File: src/rtl/mult_pkg.sv
// mult_pkg: shared state encoding and widths for the arbitrated shift-free multiplier
package mult_pkg;

    localparam int N_DEF    = 4;
    localparam int RESULT_W = 2 * N_DEF;

    typedef enum logic [1:0] {
        IDLE,
        RUN,
        DONE
    } state_t;

endpackage

File: src/rtl/mult_seq.sv
// mult_seq: repeated-addition datapath (operand latch, accumulator, step counter)
import mult_pkg::*;

module mult_seq #(
    parameter int N = N_DEF
) (
    input  logic           clk,
    input  logic           rst,
    input  logic           load,
    input  logic           step,
    input  logic [N-1:0]   a_in,
    input  logic [N-1:0]   b_in,
    output logic           eq,
    output logic [2*N-1:0] acc
);

    logic [N-1:0] a_reg;
    logic [N-1:0] b_reg;
    logic [N-1:0] cnt;

    assign eq = cnt == b_reg;

    // load captures operands and clears the sum; step adds a once more
    always_ff @(posedge clk) begin
        if (!rst) begin
            a_reg <= '0;
            b_reg <= '0;
            acc   <= '0;
            cnt   <= '0;
        end else if (load) begin
            a_reg <= a_in;
            b_reg <= b_in;
            acc   <= '0;
            cnt   <= '0;
        end else if (step) begin
            acc <= acc + {{N{1'b0}}, a_reg};
            cnt <= cnt + 1'b1;
        end
    end

endmodule

File: src/rtl/mult_arb.sv
// mult_arb: two-requester round-robin front end driving a repeated-addition multiplier
import mult_pkg::*;

module mult_arb #(
    parameter int N = N_DEF
) (
    input  logic           clk,
    input  logic           rst,
    input  logic           req0,
    input  logic [N-1:0]   a0,
    input  logic [N-1:0]   b0,
    input  logic           req1,
    input  logic [N-1:0]   a1,
    input  logic [N-1:0]   b1,
    output logic           gnt0,
    output logic           gnt1,
    output logic           busy,
    output logic           done,
    output logic           done_id,
    output logic [2*N-1:0] saida
);

    state_t         state;
    logic           last;
    logic           owner;
    logic           pick;
    logic           load;
    logic           step;
    logic           eq;
    logic [2*N-1:0] acc;

    // requester 1 wins a tie only if requester 0 was served last
    assign pick = (req0 && req1) ? !last : req1;
    assign load = (state == IDLE) && (req0 || req1);
    assign step = (state == RUN) && !eq;
    assign busy = state != IDLE;

    mult_seq #(.N(N)) u_seq (
        .clk  (clk),
        .rst  (rst),
        .load (load),
        .step (step),
        .a_in (pick ? a1 : a0),
        .b_in (pick ? b1 : b0),
        .eq   (eq),
        .acc  (acc)
    );

    // control FSM with registered grant/done pulses and result hold
    always_ff @(posedge clk) begin
        if (!rst) begin
            state   <= IDLE;
            gnt0    <= 1'b0;
            gnt1    <= 1'b0;
            done    <= 1'b0;
            done_id <= 1'b0;
            saida   <= '0;
            owner   <= 1'b0;
            last    <= 1'b1;
        end else begin
            gnt0 <= 1'b0;
            gnt1 <= 1'b0;
            done <= 1'b0;
            case (state)
                IDLE: if (req0 || req1) begin
                    gnt0  <= !pick;
                    gnt1  <= pick;
                    owner <= pick;
                    last  <= pick;
                    state <= RUN;
                end
                RUN: if (eq) state <= DONE;
                DONE: begin
                    saida   <= acc;
                    done    <= 1'b1;
                    done_id <= owner;
                    state   <= IDLE;
                end
                default: state <= IDLE;
            endcase
        end
    end

endmodule

File: config.mk
export PLATFORM = sky130hd
export DESIGN_NAME = mult_arb
export DESIGN_NICKNAME = d
export VERILOG_FILES = /design/src/rtl/mult_pkg.sv /design/src/rtl/mult_seq.sv /design/src/rtl/mult_arb.sv
export SDC_FILE = /design/constraint.sdc
export NUM_CORES = 1
export LEC_CHECK = 0
export CELL_PAD_IN_SITES_DETAIL_PLACEMENT = 1
export CELL_PAD_IN_SITES_GLOBAL_PLACEMENT = 1
export CORE_ASPECT_RATIO = 1.4
export CORE_MARGIN = 4
export CORE_UTILIZATION = 42
export CTS_BUF_LIST = sky130_fd_sc_hd__clkbuf_4 sky130_fd_sc_hd__clkbuf_8
export CTS_CLUSTER_SIZE = 12
export DETAILED_ROUTE_END_ITERATION = 8
export GPL_TIMING_DRIVEN = 0
export HOLD_SLACK_MARGIN = 0.12
export PLACE_DENSITY = 0.86
export SETUP_SLACK_MARGIN = 0.4
export SLEW_MARGIN = 0
export SYNTH_ARGS = -nofsm -noshare
export SYNTH_HDL_FRONTEND = slang
export SYNTH_SLANG_ARGS = --single-unit
File: constraint.sdc
create_clock -name clk -period 3.54 [get_ports clk]
set_input_delay 0.354 -clock clk [delete_from_list [all_inputs] [get_ports clk]]
set_output_delay 0.354 -clock clk [all_outputs]
set_load 0.01 [all_outputs]
==> flow_summary.html, run 1 <==
<table>
<tr><th>Metric</th><th>Value</th></tr>
<tr><th colspan="2">Worst setup path</th></tr>
<tr><td>Arrival time of data at the critical path endpoint</td><td>2.19 ns</td></tr>
<tr><td>Start-to-end type of the worst setup path</td><td>flip-flop to flip-flop</td></tr>
<tr><td>CP Launch Type</td><td>flip-flop</td></tr>
<tr><td>Endpoint type of the worst setup path</td><td>flip-flop</td></tr>
<tr><td>Critical Path Fanout Max</td><td>3</td></tr>
<tr><td>WP data required</td><td>around 3.8 ns</td></tr>
<tr><th colspan="2">Synth</th></tr>
<tr><td>Seq/Total Area, Yosys</td><td>46.1%</td></tr>
<tr><td>Number of nets in the synthesized netlist</td><td>197</td></tr>
<tr><td>Post-synthesis average cell area</td><td>9.14 µm²</td></tr>
<tr><td>Count of different cell masters after synthesis</td><td>33</td></tr>
<tr><td>Number of synthesis warnings</td><td>0</td></tr>
<tr><td>Yosys reg bits</td><td>36</td></tr>
<tr><td>Synthesized netlist cell count</td><td>between 150 and 200</td></tr>
<tr><td>Area of the mapped netlist</td><td>1560 µm²</td></tr>
<tr><th colspan="2">Timing</th></tr>
<tr><td>Unrepaired setup endpoints after global routing</td><td>no</td></tr>
<tr><td>Remaining max-slew budget at the tightest pin</td><td>52.3%</td></tr>
<tr><td>Total count of max-transition violations in the final report</td><td>0</td></tr>
<tr><td>Setup TNS</td><td>0 ns</td></tr>
<tr><td>Transition at the pin with the smallest max-transition slack</td><td>between 0.7 and 0.8 ns</td></tr>
<tr><td>Endpoints failing setup</td><td>0</td></tr>
<tr><td>Hold_ws</td><td>0.461 ns</td></tr>
<tr><td>Skew final</td><td>between 0.005 and 0.006 ns</td></tr>
<tr><td>Final worst path period share</td><td>55.2%</td></tr>
<tr><td>Max Fclk</td><td>0.512 GHz</td></tr>
<tr><td>Hold Vio Cnt, Final</td><td>0</td></tr>
<tr><td>Tmin final</td><td>1.95 ns</td></tr>
<tr><th colspan="2">Placement</th></tr>
<tr><td>Dpl cell area</td><td>between 1500 and 2000 µm²</td></tr>
<tr><td>GPL Wtd Cong</td><td>between 0.8 and 0.9</td></tr>
<tr><td>Estimated wirelength of the detail-placed design</td><td>~3.4 mm</td></tr>
<tr><td>Number of port buffers</td><td>32</td></tr>
<tr><td>Number of placed instances, taps included</td><td>245</td></tr>
<tr><th colspan="2">Clocking</th></tr>
<tr><td># clock sinks</td><td>36</td></tr>
<tr><td># hold bufs at CTS</td><td>0</td></tr>
<tr><td>Clock root buffer</td><td>clkbuf_8</td></tr>
<tr><td>Clock tree from TritonCTS</td><td>done</td></tr>
<tr><td>Clock-pin slew on the worst setup and hold paths</td><td>about 0.070 ns</td></tr>
<tr><td>TritonCTS buffer count</td><td>5</td></tr>
<tr><td>Clock latency of the later-clocked register in the worst-skew pair</td><td>0.30 ns</td></tr>
<tr><td>Number of gates resized after CTS</td><td>0</td></tr>
<tr><td>Number of setup buffers added after CTS</td><td>0</td></tr>
<tr><td># H-tree levels</td><td>2</td></tr>
<tr><td>Clk buf depth</td><td>2</td></tr>
<tr><th colspan="2">Floorplanning</th></tr>
<tr><td>Full die area</td><td>4770 µm²</td></tr>
<tr><td>Die Y-Extent</td><td>80.2 µm</td></tr>
<tr><td>Site Rows</td><td>26</td></tr>
<tr><td>IO Pins</td><td>33</td></tr>
<tr><td>Starting utilization of the core area</td><td>between 40% and 50%</td></tr>
<tr><td>Chip Width</td><td>59.6 µm</td></tr>
<tr><td>Std-Cell Core Area</td><td>3610 µm²</td></tr>
<tr><th colspan="2">Detailed routing</th></tr>
<tr><td>Total Routed Length</td><td>4.55 mm</td></tr>
<tr><td>Drt initial violations</td><td>60</td></tr>
<tr><td>Detailed-route vias per instance</td><td>5.67</td></tr>
<tr><td>Antenna-violating nets left</td><td>0</td></tr>
<tr><td>DRT Pass-1 Iters</td><td>5</td></tr>
<tr><td>Vias after detailed routing</td><td>1,428</td></tr>
<tr><td>Mean routed wirelength per cell</td><td>18.1 µm</td></tr>
<tr><td>Residual DRC count</td><td>0</td></tr>
<tr><th colspan="2">Flow run</th></tr>
<tr><td>Max-cap violations</td><td>0</td></tr>
<tr><th colspan="2">Global routing</th></tr>
<tr><td>First-pass GRT wire length</td><td>7.35 mm</td></tr>
<tr><td>Number of antenna violations at the first check in global routing</td><td>0</td></tr>
<tr><td>Global router's overall resource usage</td><td>21.3%</td></tr>
<tr><td>Aggregate global routing overflow</td><td>0</td></tr>
<tr><td>Vias in the first global route</td><td>about 1,600</td></tr>
<tr><td>Largest net degree at the start of global routing</td><td>11</td></tr>
<tr><th colspan="2">Final layout</th></tr>
<tr><td>Final cell count without fillers</td><td>252</td></tr>
<tr><td>Final Core Density</td><td>56.3%</td></tr>
<tr><td>Share of layout cells above drive strength 1</td><td>roughly 5.2%</td></tr>
<tr><td>Area grow syn2layout</td><td>30.0%</td></tr>
<tr><td>Area of all placed cells without fillers</td><td>2030 µm²</td></tr>
<tr><td>Leading registers by flop count</td><td>saida (8), u_seq.acc (8)</td></tr>
<tr><td>Antenna fix cells</td><td>0</td></tr>
<tr><td>Total number of nets in the final design</td><td>roughly 240</td></tr>
<tr><th colspan="2">Pwr</th></tr>
<tr><td>Max IR drop VDD</td><td>0.405 mV</td></tr>
<tr><td>Power per cell area</td><td>466 nW/µm²</td></tr>
<tr><td>Leakage power summed over all cells</td><td>0.795 nW</td></tr>
<tr><th colspan="2">Min path</th></tr>
<tr><td>Worst hold path type</td><td>flip-flop to flip-flop</td></tr>
<tr><th colspan="2">Status</th></tr>
<tr><td>Status</td><td>completed</td></tr>
</table>
## cells in the final DEF, fill, tap and decap left out, types with 2 or more instances in the layout
| cell type | count |
|---|---|
| a211o_1 | 2 |
| a211oi_1 | 3 |
| a21o_1 | 2 |
| a21oi_1 | 20 |
| a222oi_1 | 8 |
| buf_1 | 2 |
| clkbuf_1 | 4 |
| clkbuf_8 | 7 |
| clkdlybuf4s50_1 | 32 |
| dfxtp_1 | 36 |
| ha_1 | 5 |
| inv_1 | 17 |
| mux2i_1 | 2 |
| nand2_1 | 29 |
| nand2b_1 | 2 |
| nand3_1 | 2 |
| nor2_1 | 7 |
| nor2b_1 | 2 |
| o21a_1 | 2 |
| o21ai_0 | 5 |
| o31ai_1 | 2 |
| or3_1 | 2 |
| or4_1 | 2 |
| xnor2_1 | 2 |
| xor2_1 | 3 |
## Yosys cell counts (all sizes together)
cell type	instances	area, µm²
nand2	29	109
and2b	1	7.51
nand2b	2	12.5
nor4	1	6.26
or4	2	15.0
o2111a	1	11.3
o21ai	5	25.0
o41a	1	11.3
fa	1	20.0
or3	2	12.5
a21oi	20	100
a222oi	8	80.1
a2111oi	1	27.5
clkbuf	4	15.0
ha	5	62.6
dfxtp	36	721
a21o	2	15.0
o41ai	1	27.5
xor2	4	42.6
mux2i	2	20.0
and3	1	6.26
a211oi	3	22.5
inv	17	63.8
nor2	7	26.3
a211o	2	17.5
o21a	2	15.0
nor2b	2	12.5
o31ai	2	15.0
nand3	2	10.0
xnor2	2	17.5
buf	3	15.0
## final cells by class
type                    count  area, µm²
well taps                  42       52.6
inverters                  17       63.8
multi-input cells         111        748
repair buffers             32        320
flip-flops and latches     36        721
plain buffers               7       30.0
fillers                   428       1580
clock buffers               7       96.3
## per-layer routing
layer | routed length [µm] | vias to the layer above | part of all wire [%] | GRT usage, %
met5 | 0 | - | 0 | 0
li1 | - | 679 | - | -
met3 | 228 | 14 | 5.0 | 6.11
met4 | 138 | 0 | 3.0 | 11.3
met1 | 1550 | 694 | 34 | 19.0
met2 | 2640 | 41 | 58 | 40.8
## kinds of logic after synthesis
group	synth area share, %
compound gates	23.5
simple gates	13.9
flops	46.1
xor+xnor	3.84
buf+inv	6.00
mux	1.28
fa+ha+maj	5.28
## critical path, stage by stage (launching register included)
cell and delay (ns):
dfxtp_1 0.39, ha_1 0.23, inv_1 0.08, fa_1 0.41, nor2b_1 0.15, o21ai_0 0.12, a211oi_1 0.30, mux2i_1 0.21
## metrics by stage
step | setup slack (ns) | power [mW]
after CTS | 1.57 | 0.954
after global routing | 1.47 | 0.989
after floorplan | 1.86 | 0.560
after global placement | 1.54 | 0.618
final | 1.59 | 0.947
after detailed placement | 1.43 | 0.634
## report_power, final
group | switching (mW) | internal [mW] | total [mW] | leakage, nW
clock network | 0.147 | 0.173 | 0.320 | 0.0503
registers | 0.0198 | 0.429 | 0.449 | 0.293
logic | 0.101 | 0.0768 | 0.177 | 0.452
total | 0.268 | 0.679 | 0.947 | 0.795
## worst paths after layout
| check | start | to | slack, ns | depth (start not counted) |
|---|---|---|---|---|
| worst max register to register | u_seq.acc[0] | u_seq.acc[6] | 1.59 | 7 |
| worst max-delay path | u_seq.acc[0] | u_seq.acc[6] | 1.59 | 7 |
| worst min-delay path | saida[1] | saida[1] | 0.46 | 2 |
| worst min register to register | saida[1] | saida[1] | 0.46 | 2 |
(Power assumes the default switching activity.)
==> inputs of run 2 (changes only) <==
--- a/config.mk
+++ b/config.mk
@@ -9,13 +9,13 @@
 export CELL_PAD_IN_SITES_GLOBAL_PLACEMENT = 1
 export CORE_ASPECT_RATIO = 1.4
 export CORE_MARGIN = 4
-export CORE_UTILIZATION = 42
+export CORE_UTILIZATION = 39
 export CTS_BUF_LIST = sky130_fd_sc_hd__clkbuf_4 sky130_fd_sc_hd__clkbuf_8
 export CTS_CLUSTER_SIZE = 12
 export DETAILED_ROUTE_END_ITERATION = 8
 export GPL_TIMING_DRIVEN = 0
 export HOLD_SLACK_MARGIN = 0.12
-export PLACE_DENSITY = 0.86
+export PLACE_DENSITY = 0.81
 export SETUP_SLACK_MARGIN = 0.4
 export SLEW_MARGIN = 0
 export SYNTH_ARGS = -nofsm -noshare
==> constraint.sdc (replaced) <==
create_clock -name clk -period 1.9 [get_ports clk]
set_input_delay 0.19 -clock clk [delete_from_list [all_inputs] [get_ports clk]]
set_output_delay 0.19 -clock clk [all_outputs]
set_load 0.01 [all_outputs]
==> run 2 against run 1 <==
Net effect:
- worst setup slack lost 1.3 ns
- sequential share of layout area shrank 3.4 points
- critical path depth is the same
- critical path type unchanged
- critical endpoint unchanged
==> flow_summary.html, run 2 (same netlist as run 1, synthesis figures left out) <==
<table>
<tr><th>Metric</th><th>Value</th></tr>
<tr><th colspan="2">Clocking</th></tr>
<tr><td>TritonCTS buffer count</td><td>5 (unchanged)</td></tr>
<tr><td>Clock-pin slew on the worst setup and hold paths</td><td>0.07 ns (about the same)</td></tr>
<tr><td># H-tree levels</td><td>2 (unchanged)</td></tr>
<tr><td>Clock tree from TritonCTS</td><td>done</td></tr>
<tr><td>Clock latency of the later-clocked register in the worst-skew pair</td><td>0.29 ns (about the same)</td></tr>
<tr><td># clock sinks</td><td>36 (unchanged)</td></tr>
<tr><td># hold bufs at CTS</td><td>0 (unchanged)</td></tr>
<tr><td>Clk buf depth</td><td>2 (unchanged)</td></tr>
<tr><td>Clock root buffer</td><td>clkbuf_8</td></tr>
<tr><th colspan="2">Final layout</th></tr>
<tr><td>Final Core Density</td><td>58.6% (+2.3 points)</td></tr>
<tr><td>Sequential cell area in the final layout</td><td>736 µm² (+2.1%)</td></tr>
<tr><td>Filler Cells Inserted</td><td>446 (+4.2%)</td></tr>
<tr><td>Final cell count without fillers</td><td>263 (+4.4%)</td></tr>
<tr><td>Commonest non-fill, non-tap cell in the layout</td><td>clkdlybuf4s50_1</td></tr>
<tr><td>Commonest non-fill, non-tap cells in the layout</td><td>clkdlybuf4s50_1, nand2_1, dfxtp_1</td></tr>
<tr><td>Area grow syn2layout</td><td>47.0%</td></tr>
<tr><td>Area of combinational cells with multiple inputs</td><td>920 µm² (+23%)</td></tr>
<tr><td>Area of all placed cells without fillers</td><td>2300 µm² (+13%)</td></tr>
<tr><td>Leading registers by flop count</td><td>saida (8), u_seq.acc (8)</td></tr>
<tr><td>Share of layout cells above drive strength 1</td><td>26.8% (+22 points)</td></tr>
<tr><td>Total number of nets in the final design</td><td>246 (+4.2%)</td></tr>
<tr><td>Antenna fix cells</td><td>0 (unchanged)</td></tr>
<tr><th colspan="2">Global routing</th></tr>
<tr><td>Largest net degree at the start of global routing</td><td>11 (unchanged)</td></tr>
<tr><td>First-pass GRT wire length</td><td>7.21 mm (-1.9%)</td></tr>
<tr><td>Vias in the first global route</td><td>1,612 (+0.94%)</td></tr>
<tr><td>Global router's overall resource usage</td><td>18.8% (-2.4 points)</td></tr>
<tr><td>Number of antenna violations at the first check in global routing</td><td>0 (unchanged)</td></tr>
<tr><td>Aggregate global routing overflow</td><td>0 (unchanged)</td></tr>
<tr><th colspan="2">Timing</th></tr>
<tr><td>Endpoints failing setup</td><td>0 (unchanged)</td></tr>
<tr><td>Unrepaired setup endpoints after global routing</td><td>yes</td></tr>
<tr><td>Remaining max-slew budget at the tightest pin</td><td>67.9% (+16 points)</td></tr>
<tr><td>Hold_ws</td><td>0.384 ns (-0.0769 ns)</td></tr>
<tr><td>Setup TNS</td><td>0 ns (unchanged)</td></tr>
<tr><td>Final worst path period share</td><td>85.7% (+31 points)</td></tr>
<tr><td>Tmin final</td><td>1.63 ns (-0.326 ns)</td></tr>
<tr><td>Transition at the pin with the smallest max-transition slack</td><td>0.479 ns (-0.237 ns)</td></tr>
<tr><td>Hold Vio Cnt, Final</td><td>0 (unchanged)</td></tr>
<tr><td>Total count of max-transition violations in the final report</td><td>0 (unchanged)</td></tr>
<tr><td>Skew final</td><td>0.00277 ns (-0.00302 ns)</td></tr>
<tr><td>Crit path setup slack, layout</td><td>0.272 ns (-1.31 ns)</td></tr>
<tr><td>Max Fclk</td><td>0.614 GHz (+20%)</td></tr>
<tr><th colspan="2">Floorplanning</th></tr>
<tr><td>Die Y-Extent</td><td>82.9 µm (+3.4%)</td></tr>
<tr><td>Chip Width</td><td>61.5 µm (+3.3%)</td></tr>
<tr><td>Full die area</td><td>5100 µm² (+6.8%)</td></tr>
<tr><td>Starting utilization of the core area</td><td>39.9% (-3.4 points)</td></tr>
<tr><td>Std-Cell Core Area</td><td>3920 µm² (+8.5%)</td></tr>
<tr><td>IO Pins</td><td>33 (unchanged)</td></tr>
<tr><td>Site Rows</td><td>27 (+3.8%)</td></tr>
<tr><th colspan="2">Detailed routing</th></tr>
<tr><td>Drt initial violations</td><td>35 (-42%)</td></tr>
<tr><td>Vias after detailed routing</td><td>1,441 (+0.91%)</td></tr>
<tr><td>Residual DRC count</td><td>0 (unchanged)</td></tr>
<tr><td>Total Routed Length</td><td>4.59 mm (+0.79%)</td></tr>
<tr><td>Antenna-violating nets left</td><td>0 (unchanged)</td></tr>
<tr><td>DRT Pass-1 Iters</td><td>5 (unchanged)</td></tr>
<tr><td>Mean routed wirelength per cell</td><td>17.4 µm (-3.4%)</td></tr>
<tr><td>Detailed-route vias per instance</td><td>5.48 (-3.3%)</td></tr>
<tr><th colspan="2">Worst setup path</th></tr>
<tr><td>Flop-to-flop setup slack</td><td>0.27 ns (-1.31 ns)</td></tr>
<tr><td>Endpoint type of the worst setup path</td><td>flip-flop</td></tr>
<tr><td>Worst R2R Start</td><td>u_seq.acc[0]</td></tr>
<tr><td>Worst r2r dst</td><td>u_seq.acc[6]</td></tr>
<tr><td>FF-to-FF path depth</td><td>7 (unchanged)</td></tr>
<tr><td>CP Launch Type</td><td>flip-flop</td></tr>
<tr><td>Arrival time of data at the critical path endpoint</td><td>1.85 ns (-0.34 ns)</td></tr>
<tr><td>Start-to-end type of the worst setup path</td><td>flip-flop to flip-flop</td></tr>
<tr><td>WP data required</td><td>2.12 ns (-1.65 ns)</td></tr>
<tr><td>Critical Path Fanout Max</td><td>2 (-1)</td></tr>
<tr><th colspan="2">Placement</th></tr>
<tr><td>Number of port buffers</td><td>32 (unchanged)</td></tr>
<tr><td>Dpl cell area</td><td>1970 µm² (+1.6%)</td></tr>
<tr><td>Number of placed instances, taps included</td><td>246 (+0.41%)</td></tr>
<tr><td>GPL Wtd Cong</td><td>0.750 (-9.2%)</td></tr>
<tr><td>Worst-case setup slack after placement</td><td>-0.0601 ns (-1.49 ns)</td></tr>
<tr><td>Estimated wirelength of the detail-placed design</td><td>3.18 mm (-6.4%)</td></tr>
<tr><th colspan="2">Min path</th></tr>
<tr><td>Capture endpoint of the worst hold path</td><td>state[0]</td></tr>
<tr><td>Startpoint of the tightest hold check path</td><td>req1</td></tr>
<tr><td>Cell depth of the worst min-delay path</td><td>3 (+1)</td></tr>
<tr><td>Worst hold path type</td><td>primary input to flip-flop</td></tr>
<tr><th colspan="2">Pwr</th></tr>
<tr><td>Overall power consumption</td><td>1.78 mW (+88%)</td></tr>
<tr><td>Max IR drop VDD</td><td>0.621 mV (+53%)</td></tr>
<tr><td>Leakage power summed over all cells</td><td>0.882 nW (+11%)</td></tr>
<tr><td>Power per cell area</td><td>777 nW/µm² (+67%)</td></tr>
<tr><th colspan="2">Flow run</th></tr>
<tr><td>Max-cap violations</td><td>0 (unchanged)</td></tr>
<tr><th colspan="2">Status</th></tr>
<tr><td>Status</td><td>completed</td></tr>
</table>
-- run 2: cell count changes in the layout (fill, tap and decap cells not counted), sizes merged --
cell,before,now
buf,3,15
clkbuf,11,8
clkdlybuf4s50,32,30
clkinv,0,1
dlygate4sd2,0,1
dlymetal6s2s,0,1
-- run 2: routing by layer --
layer	vias up	part of all wire, %	GRT usage (%)
met5	-	0	0
met1	704	38	19.0
li1	690	-	-
met2	38	56	33.4
met3	9	4.1	4.82
met4	0	2.2	9.46
-- run 2: cell type report --
class                      instances  share of cell area [%]
inverter                          17                    2.78
clock inverter                     1                   0.218
timing repair buffer              42                    17.4
clock buffer                       6                    3.32
sequential                        36                    32.0
tap                               43                    2.34
multi-input combinational        111                    40.0
buffer                             7                    1.85
-- run 2: worst max-delay path by stage --
stage,slack [ns],end,start,cells past startpoint
CTS,0.24,u_seq.acc[6],u_seq.acc[0],7
global placement,0.06,u_seq.a_reg[0],rst,5
finish,0.27,u_seq.acc[6],u_seq.acc[0],7
global route,0.19,u_seq.acc[4],u_seq.b_reg[1],5
detailed placement,-0.06,u_seq.b_reg[3],rst,5
floorplan,0.40,u_seq.acc[6],u_seq.a_reg[0],7
-- run 2: worst max-delay path: stages (launching register included) --
cell      delay, ns
dfxtp_2        0.36
ha_4           0.15
inv_2          0.04
fa_2           0.35
nor2b_2        0.13
o21ai_2        0.08
a211oi_2       0.22
mux2i_1        0.23
-- run 2: power by group --
part | total [mW] | switching, mW | internal, mW | leakage [nW]
Clock | 0.524 | 0.261 | 0.263 | 0.0445
Sequential | 0.853 | 0.0509 | 0.803 | 0.297
Combinational | 0.406 | 0.216 | 0.190 | 0.540
Total | 1.78 | 0.528 | 1.26 | 0.882
-- run 2: timing repair --
action / CTS / global route
resized for setup: 22 / 28
buffers inserted: 7 / 2
setup endpoints to repair: 24 / 22
pin swaps: 11 / 17
gates cloned: 1 / 0
==> inputs of run 3 (changes only) <==
--- a/config.mk
+++ b/config.mk
@@ -7,7 +7,6 @@
 export LEC_CHECK = 0
 export CELL_PAD_IN_SITES_DETAIL_PLACEMENT = 1
 export CELL_PAD_IN_SITES_GLOBAL_PLACEMENT = 1
-export CORE_ASPECT_RATIO = 1.4
 export CORE_MARGIN = 4
 export CORE_UTILIZATION = 39
 export CTS_BUF_LIST = sky130_fd_sc_hd__clkbuf_4 sky130_fd_sc_hd__clkbuf_8
@@ -21,3 +20,4 @@
 export SYNTH_ARGS = -nofsm -noshare
 export SYNTH_HDL_FRONTEND = slang
 export SYNTH_SLANG_ARGS = --single-unit
+export TNS_END_PERCENT = 5
==> run 3 against run 2 <==
Net effect:
- routed wire length fell by 2.7%
- cell count increased by 0.38%
- hold slack gained 0.068 ns
- critical endpoint is now u_seq.acc[4]
- largest cell class unchanged
==> flow_summary.html, run 3 (same netlist as run 1, synthesis figures left out) <==
<table>
<tr><th>Metric</th><th>Value</th></tr>
<tr><th colspan="2">Status</th></tr>
<tr><td>Status</td><td>completed</td></tr>
<tr><th colspan="2">Floorplanning</th></tr>
<tr><td>Std-Cell Core Area</td><td>3770 µm² (-3.8%)</td></tr>
<tr><td>Full die area</td><td>5080 µm² (-0.29%)</td></tr>
<tr><td>Die Y-Extent</td><td>71.3 µm (-14%)</td></tr>
<tr><td>Site Rows</td><td>22 (-19%)</td></tr>
<tr><td>Starting utilization of the core area</td><td>41.4% (+1.6 points)</td></tr>
<tr><td>Chip Width</td><td>71.3 µm (+16%)</td></tr>
<tr><td>IO Pins</td><td>33 (unchanged)</td></tr>
<tr><th colspan="2">Global routing</th></tr>
<tr><td>Largest net degree at the start of global routing</td><td>11 (unchanged)</td></tr>
<tr><td>First-pass GRT wire length</td><td>6.93 mm (-3.8%)</td></tr>
<tr><td>Global router's overall resource usage</td><td>17.3% (-1.5 points)</td></tr>
<tr><td>Vias in the first global route</td><td>1,497 (-7.1%)</td></tr>
<tr><td>Aggregate global routing overflow</td><td>0 (unchanged)</td></tr>
<tr><td>Number of antenna violations at the first check in global routing</td><td>0 (unchanged)</td></tr>
<tr><th colspan="2">Worst setup path</th></tr>
<tr><td>Max stage delay on crit path</td><td>0.58 ns (+0.22 ns)</td></tr>
<tr><td>Cell type group with the largest total delay on the critical path</td><td>compound AO/OA/AOI/OAI gates</td></tr>
<tr><td>Cells traversed along the worst timing path</td><td>xor2_4, o41ai_4, buf_4, a21oi_2, mux2i_1</td></tr>
<tr><td>Flop-to-flop setup slack</td><td>0.22 ns (-0.06 ns)</td></tr>
<tr><td>CP Launch Type</td><td>flip-flop</td></tr>
<tr><td>Worst path slowest cell</td><td>o41ai_4</td></tr>
<tr><td>Endpoint type of the worst setup path</td><td>flip-flop</td></tr>
<tr><td>WP data required</td><td>2.08 ns (-0.04 ns)</td></tr>
<tr><td>Critical Path Fanout Max</td><td>6 (+4)</td></tr>
<tr><td>Start-to-end type of the worst setup path</td><td>flip-flop to flip-flop</td></tr>
<tr><td>Arrival time of data at the critical path endpoint</td><td>1.86 ns (about the same)</td></tr>
<tr><td>Buffers &amp; Inverters on Critical Path</td><td>1 (unchanged)</td></tr>
<tr><th colspan="2">Placement</th></tr>
<tr><td>Estimated wirelength of the detail-placed design</td><td>3.05 mm (-4.3%)</td></tr>
<tr><td>Number of port buffers</td><td>32 (unchanged)</td></tr>
<tr><td>Worst-case setup slack after placement</td><td>-0.0455 ns (+0.0146 ns)</td></tr>
<tr><td>Number of placed instances, taps included</td><td>251 (+2.0%)</td></tr>
<tr><td>GPL Wtd Cong</td><td>0.789 (+5.1%)</td></tr>
<tr><th colspan="2">Final layout</th></tr>
<tr><td>Antenna fix cells</td><td>0 (unchanged)</td></tr>
<tr><td>Final cell count without fillers</td><td>264 (+0.38%)</td></tr>
<tr><td>Area grow syn2layout</td><td>41.0%</td></tr>
<tr><td>Commonest non-fill, non-tap cell in the layout</td><td>dfxtp_1</td></tr>
<tr><td>Total number of nets in the final design</td><td>242 (-1.6%)</td></tr>
<tr><td>Share of layout cells above drive strength 1</td><td>19.0% (-7.8 points)</td></tr>
<tr><td>Leading registers by flop count</td><td>saida (8), u_seq.acc (8)</td></tr>
<tr><td>Commonest non-fill, non-tap cells in the layout</td><td>dfxtp_1, clkdlybuf4s50_1, nand2_1</td></tr>
<tr><th colspan="2">Detailed routing</th></tr>
<tr><td>Drt initial violations</td><td>61 (+74%)</td></tr>
<tr><td>Antenna-violating nets left</td><td>0 (unchanged)</td></tr>
<tr><td>Residual DRC count</td><td>0 (unchanged)</td></tr>
<tr><td>Total Routed Length</td><td>4.46 mm (-2.7%)</td></tr>
<tr><td>DRT Pass-1 Iters</td><td>4 (-1)</td></tr>
<tr><td>Detailed-route vias per instance</td><td>5.39 (-1.6%)</td></tr>
<tr><td>Mean routed wirelength per cell</td><td>16.9 µm (-3.1%)</td></tr>
<tr><td>Vias after detailed routing</td><td>1,423 (-1.2%)</td></tr>
<tr><th colspan="2">Timing</th></tr>
<tr><td>Remaining max-slew budget at the tightest pin</td><td>65.1% (-2.8 points)</td></tr>
<tr><td>Endpoints failing setup</td><td>0 (unchanged)</td></tr>
<tr><td>Tmin final</td><td>1.68 ns (+0.0551 ns)</td></tr>
<tr><td>Final worst path period share</td><td>88.6% (+2.9 points)</td></tr>
<tr><td>Crit path setup slack, layout</td><td>0.216 ns (-0.0551 ns)</td></tr>
<tr><td>Total count of max-transition violations in the final report</td><td>0 (unchanged)</td></tr>
<tr><td>Transition at the pin with the smallest max-transition slack</td><td>0.521 ns (+0.0418 ns)</td></tr>
<tr><td>Skew final</td><td>0.00552 ns (+0.00276 ns)</td></tr>
<tr><td>Hold Vio Cnt, Final</td><td>0 (unchanged)</td></tr>
<tr><td>Max Fclk</td><td>0.594 GHz (-3.3%)</td></tr>
<tr><td>Unrepaired setup endpoints after global routing</td><td>yes</td></tr>
<tr><th colspan="2">Clocking</th></tr>
<tr><td>TritonCTS buffer count</td><td>5 (unchanged)</td></tr>
<tr><td>Clock latency of the later-clocked register in the worst-skew pair</td><td>0.29 ns (about the same)</td></tr>
<tr><td>Clock-pin slew on the worst setup and hold paths</td><td>0.07 ns (about the same)</td></tr>
<tr><td># H-tree levels</td><td>2 (unchanged)</td></tr>
<tr><td>Clock root buffer</td><td>clkbuf_8</td></tr>
<tr><td>Clock tree from TritonCTS</td><td>done</td></tr>
<tr><td># clock sinks</td><td>36 (unchanged)</td></tr>
<tr><td>Clk buf depth</td><td>2 (unchanged)</td></tr>
<tr><th colspan="2">Pwr</th></tr>
<tr><td>Leakage power summed over all cells</td><td>0.834 nW (-5.4%)</td></tr>
<tr><td>Switching share of total power</td><td>28.9% (-0.68 points)</td></tr>
<tr><td>Comb pwr share</td><td>21.6% (-1.2 points)</td></tr>
<tr><td>Part of the total power dissipated in the clock network</td><td>29.8% (+0.4 points)</td></tr>
<tr><td>Power per cell area</td><td>792 nW/µm² (+2.0%)</td></tr>
<tr><td>Internal power</td><td>1.24 mW (-1.2%)</td></tr>
<tr><td>Max IR drop VDD</td><td>0.407 mV (-35%)</td></tr>
<tr><td>Part of the power in registers</td><td>48.7% (+0.9 points)</td></tr>
<tr><td>Switching power</td><td>0.504 mW (-4.4%)</td></tr>
<tr><th colspan="2">Flow run</th></tr>
<tr><td>Max-cap violations</td><td>0 (unchanged)</td></tr>
<tr><th colspan="2">Min path</th></tr>
<tr><td>Worst hold path type</td><td>flip-flop to flip-flop</td></tr>
</table>
==> run 3: tightest hold or removal path, stage by stage (launching register included) <==
cell	delay (ns)
dfxtp_1	0.31
nand2_1	0.05
a21oi_1	0.05
==> run 3: cell type report <==
type,count,area [µm²]
Inverter,17,63.8
Sequential cell,36,731
Timing Repair Buffer,38,364
Clock buffer,6,76.3
Tap cell,48,60.1
Multi-Input combinational cell,111,866
Fill cell,425,1570
Clock inverter,1,5.00
Buffer,7,37.5
==> run 3: power by group through the flow <==
stage          clock network, mW  registers [mW]  logic (mW)
4_1_cts                    0.532           0.844       0.345
5_1_grt                    0.562           0.854       0.411
6_report                   0.520           0.849       0.376
2_1_floorplan                  0           0.849       0.199
3_5_place_dp                   0           0.857       0.322
3_3_place_gp                   0           0.853       0.304
==> run 3: path summary, 6_finish.rpt <==
kind | startpoint | cells past startpoint | endpoint
setup / recovery | u_seq.cnt[0] | 5 | u_seq.acc[4]
hold / removal | saida[3] | 2 | saida[3]
setup reg to reg | u_seq.cnt[0] | 5 | u_seq.acc[4]
hold reg to reg | saida[3] | 2 | saida[3]
==> run 3: stage by stage <==
step                      TNS, ns  util [%]  hold slack, ns  total power, mW  instance area (µm²)
after floorplan                 0         -           0.327             1.05                 1590
after global placement          0      52.1           0.443             1.16                 1970
after detailed placement   -0.137      52.1           0.448             1.18                 1970
after CTS                       0      56.2           0.457             1.72                 2120
after global routing            0      58.4           0.476             1.83                 2200
final                           0      58.4           0.452             1.74                 2200
==> run 3: timing repair <==
item	CTS	global route
gates cloned	0	1
hold buffers	0	0
buffers inserted	3	2
endpoints found under the setup margin	23	23
pin swaps	8	6
resized for setup	9	19
==> run 3: layer usage <==
layer	track usage, %	wire, µm	share of wire [%]	vias up
met5	0	0	0	-
met4	6.47	113	2.5	0
met3	5.61	191	4.3	13
met2	30.9	2320	52	38
met1	19.1	1830	41	683
li1	-	-	-	689
